[src/rtl/crc16_pkg.sv]
// rtl/crc16_pkg.sv - CRC16 constants, per-beat CRC function and frame FSM states
package crc16_pkg;

    localparam logic [15:0] CRC16_POLY = 16'h8005;
    localparam logic [15:0] CRC16_INIT = 16'h0000;

    typedef enum logic [1:0] {
        IDLE     = 2'd0,
        IN_FRAME = 2'd1,
        OVERFLOW = 2'd2
    } frame_state_t;

    // MSB-first serial division of data * x^16 by the polynomial; no reflection, no final XOR.
    function automatic logic [15:0] crc16_d64(input logic [63:0] data);
        logic [15:0] crc;
        logic        fb;
        crc = CRC16_INIT;
        for (int i = 63; i >= 0; i--) begin
            fb  = data[i] ^ crc[15];
            crc = {crc[14:0], 1'b0} ^ (fb ? CRC16_POLY : 16'h0000);
        end
        return crc;
    endfunction

endpackage

[src/rtl/crc16_calc64.sv]
// rtl/crc16_calc64.sv - combinational CRC16 of one 64-bit beat
import crc16_pkg::*;

module crc16_calc64 (
    input  logic [63:0] data,
    output logic [15:0] crc
);

    assign crc = crc16_d64(data);

endmodule

[config.mk]
export PLATFORM = sky130hd
export DESIGN_NAME = crc16_calc64
export DESIGN_NICKNAME = d
export VERILOG_FILES = /design/src/rtl/crc16_pkg.sv /design/src/rtl/crc16_calc64.sv
export SDC_FILE = /design/constraint.sdc
export NUM_CORES = 1
export LEC_CHECK = 0
export CAP_MARGIN = 20
export CELL_PAD_IN_SITES_DETAIL_PLACEMENT = 0
export CELL_PAD_IN_SITES_GLOBAL_PLACEMENT = 2
export CORE_UTILIZATION = 25
export DETAILED_ROUTE_END_ITERATION = 7
export DONT_BUFFER_PORTS = 1
export PLACE_DENSITY = 0.59
export RECOVER_POWER = 50
export SLEW_MARGIN = 20
export SYNTH_ARGS = -nofsm -noshare
export SYNTH_HDL_FRONTEND = slang
export SYNTH_SLANG_ARGS = --single-unit
[constraint.sdc]
create_clock -name vclk -period 4.5
set_input_delay 0.9 -clock vclk [all_inputs]
set_output_delay 0.9 -clock vclk [all_outputs]
set_load 0.05 [all_outputs]
# Word level (Yosys, flattened, before mapping)
# Cells that the tools add are included.
op_classes:
  n_bitwise: 126
  n_reduce_logical: 0
  eq_ne: 0
  order_cmp: 0
  n_shift: 0
  div: 0
  add_sub_neg: 0
  mul: 0
  muxes: 64
ops:
  columns: ["cell", "count"]
  rows:
  - ["16-bit two-way mux", 64]
  - ["16-bit XOR", 63]
  - ["1-bit XOR", 63]
totals:
  in_bits: 64
  ram_bits: 0
  mem_count: 0
  latchBits: 0
  rom_bits: 0
  elab_cells: 190
  ff_bits: 0
  output_inout_bits: 16

# Logic depth before layout (Yosys ltp)
logic_depth:
  word_depth: 190
  ltp_mapped: 8
  depth_no_buf: 7

# Worst setup path after synthesis
# Ideal clock, no wire load.
synth_path:
  kind: "input to output"
  startpoint: "input port data[54]"
  endpoint: "output port crc[15]"
  required_time_ns: 3.600
  arrival_time_ns: 4.325
  path_stages: 8
  slack_ns: -0.725
  path_buffers: 1
  cell_sequence: "buf_2 xnor2_1 xnor3_1 xor2_1 xnor2_1 xnor2_1 xnor3_1 xnor2_1"
synth_via:
  elab_chain_cells: 165
synth_rtl:
  columns: ["element", "line_no", "text"]
  rows:
  - ["start: declaration", "crc16_calc64.sv:5", "input logic [63:0] data,"]
  - ["1-bit XOR (*)", "crc16_pkg.sv:19", "fb = data[i] ^ crc[15];"]
  - ["16-bit two-way mux (*)", "crc16_pkg.sv:20", "crc = {crc[14:0], 1'b0} ^ (fb ? CRC16_POLY : 16'h0000);"]
  - ["16-bit XOR (*)", "crc16_pkg.sv:20", null]
  - ["1-bit XOR", "crc16_pkg.sv:19", null]
  - ["16-bit two-way mux", "crc16_pkg.sv:20", null]
  - ["16-bit XOR (*)", "crc16_pkg.sv:20", null]
  - ["1-bit XOR", "crc16_pkg.sv:19", null]
  - ["16-bit two-way mux", "crc16_pkg.sv:20", null]
  - ["[149 not listed]", null, null]
  - ["16-bit two-way mux", "crc16_pkg.sv:20", null]
  - ["16-bit XOR (*)", "crc16_pkg.sv:20", null]
  - ["1-bit XOR", "crc16_pkg.sv:19", null]
  - ["16-bit two-way mux", "crc16_pkg.sv:20", null]
  - ["16-bit XOR (*)", "crc16_pkg.sv:20", null]
  - ["1-bit XOR", "crc16_pkg.sv:19", null]
  - ["16-bit two-way mux", "crc16_pkg.sv:20", null]
  - ["16-bit XOR (*)", "crc16_pkg.sv:20", null]
  - ["end: declaration", "crc16_calc64.sv:6", "output logic [15:0] crc"]
# Every way passes the cells marked *; elsewhere a longest branch is shown, timed or not.

# Final worst setup path
layout_path:
  startpoint: "input port data[60]"
  endpoint: "output port crc[0]"
layout_via:
  elab_chain_cells: 183
layout_rtl:
  columns: ["element", "line_no"]
  rows:
  - ["1-bit XOR (*)", "crc16_pkg.sv:19"]
  - ["16-bit two-way mux (*)", "crc16_pkg.sv:20"]
  - ["16-bit XOR (*)", "crc16_pkg.sv:20"]
  - ["1-bit XOR", "crc16_pkg.sv:19"]
  - ["16-bit two-way mux", "crc16_pkg.sv:20"]
  - ["16-bit XOR (*)", "crc16_pkg.sv:20"]
  - ["1-bit XOR", "crc16_pkg.sv:19"]
  - ["16-bit two-way mux", "crc16_pkg.sv:20"]
  - ["[167 not listed]", null]
  - ["16-bit two-way mux", "crc16_pkg.sv:20"]
  - ["16-bit XOR (*)", "crc16_pkg.sv:20"]
  - ["1-bit XOR", "crc16_pkg.sv:19"]
  - ["16-bit two-way mux", "crc16_pkg.sv:20"]
  - ["16-bit XOR (*)", "crc16_pkg.sv:20"]
  - ["1-bit XOR (*)", "crc16_pkg.sv:19"]
  - ["16-bit two-way mux (*)", "crc16_pkg.sv:20"]
  - ["16-bit XOR (*)", "crc16_pkg.sv:20"]
# Marked as above.

==> metrics.md <==
| Metric | Value |
|---|---|
| Synth-to-Final Area Change | 18.38% |
| Clock buf count | 0 |
| Worst slew pin tran | 0.6264 ns |
| Worst Path Required | 3.60 ns |
| Met3 Usage GRT | 1.333% |
| Placement Rows | 28 |
| Post-synth cell types | 7 |
| Max-slew violation count | 0 |
| Placement Cell Area | 1899 um^2 |
| Final Hold Fails | 0 |
| Outcome | finished clean |
| IO Port Bufs | 0 |
| Initial drt markers | 6 |
| Slowest-stage cell, CP | xor3_2 |
| Antenna diodes | 0 |
| CORE AREA | 5991 um^2 |
| WL/cell | 15.15 um |
| Number of global-route vias before repair | 1048 |
| CP cell instances | xnor3_1, xnor2_2, xnor3_1, xor3_2, xor3_2, xnor2_1, xor2_2, buf_12 |
| Final instance area | 1869 um^2 |
| Relative slew slack | 58.42% |
| Fmax | 233.7 MHz |
| Reg area | 0 um^2 |
| Global-route wire length before repair | 5423 um |
| Post-CTS sizing | 0 |
| Pre-CTS worst setup slack | 0.2091 ns |
| Ys Warns | 0 |
| CP peak stage delay | 0.47 ns |
| Most common cell after layout, fill and taps aside | xnor2_1 |
| Crit. End Element | primary output |
| Final WL | 3635 um |
| Grt total ovfl | 0 |
| Synth Area per Inst | 10.74 um^2 |
| Tmin final | 4.279 ns |
| # hold bufs at CTS | 0 |
| Final worst path period share | 95.08% |
| Sequential fraction of the synthesis area | 0% |
| DRT Pass-1 Iters | 2 |
| Die height | 81.48 um |
| Crit Path Max Fanout | 3 |
| GR Util met1 | 14.69% |
| Syn_nets | 211 |
| Post-route ant nets | 0 |
| Global route hottest layer | met2 |
| RSZ-0062 raised after global routing | no |
| Fin util | 31.20% |
| Post-layout worst setup margin | 0.2215 ns |
| HPWL Detailed | 3414 um |
| HP Class | in2out |
| Seq Cell Count | 0 |
| GPL Wtd Cong | 0.7482 |
| Synth Cell Area | 1579 um^2 |
| Die area | 6638 um^2 |
| Signal arrival time at the worst endpoint | 3.38 ns |
| Layout Nets | 231 |
| Via density | 3.938 |
| Largest net degree at the start of global routing | 5 |
| Most frequent cells in the layout | xnor2_1 (91), xor2_1 (27), xnor3_1 (17) |
| Initial Util | 26.36% |
| Gr usage total | 10.78% |
| Layout cell share with drive strength beyond 1 | 13.33% |
| Ports | 80 |
| Kind of critical path | in2out |
| # setup viols final | 0 |
| Critical path startpoint category | input port |
| Postcts setup bufs | 0 |
| Initial antenna violation count | 0 |
| Post-Syn Instances | 147 |
| # DRC | 0 |
| DR vias | 945 |
| Met2 Use GR | 19.17% |
| Die X | 81.48 um |
| Max capacitance violation total | 0 |
[cells by family after synthesis]
family    synth area share, %
buf+inv                0.6339
xor+xnor                99.37
[cells in the mapped netlist]
| cell | number | share of area (%) |
|---|---|---|
| xor2_1 | 29 | 16 |
| xnor2_2 | 2 | 2.1 |
| xor3_2 | 2 | 3.2 |
| xnor2_1 | 94 | 52 |
| xnor3_1 | 17 | 24 |
| buf_2 | 2 | 0.63 |
| xnor3_4 | 1 | 1.7 |
[routing by layer]
layer | vias up | wire length [um]
met1 | 413 | 1500
li1 | 498 | -
met2 | 34 | 1872
met3 | 0 | 261
met5 | - | 0
met4 | 0 | 0
[worst max-delay path, delay by kind of cell]
family / cells / cell delay, ns
xor+xnor: 7 / 2.31
buf+inv: 1 / 0.16
[path summary, 6_finish.rpt]
check / startpoint / end / depth (start not counted)
max: data[60] / crc[0] / 8
min: data[17] / crc[5] / 3
[final cells by class]
class | count | area (um^2)
Fill cell | 625 | 4121
Multi-Input combinational cell | 145 | 1618
Tap cell | 75 | 93.84
Timing Repair Buffer | 20 | 157.7
[per-stage QoR]
step / setup TNS (ns) / hold slack (ns) / instances
floorplan: -0.2911 / 2.215 / 147
global placement: 0 / 2.160 / 240
detailed placement: 0 / 2.159 / 240
CTS: 0 / 2.159 / 240
global route: 0 / 2.246 / 240
finish: 0 / 2.210 / 240
Power is left out: the tool's default activity adds up to more than one toggle a clock period on the data nets, which glitch-free logic cannot reach.
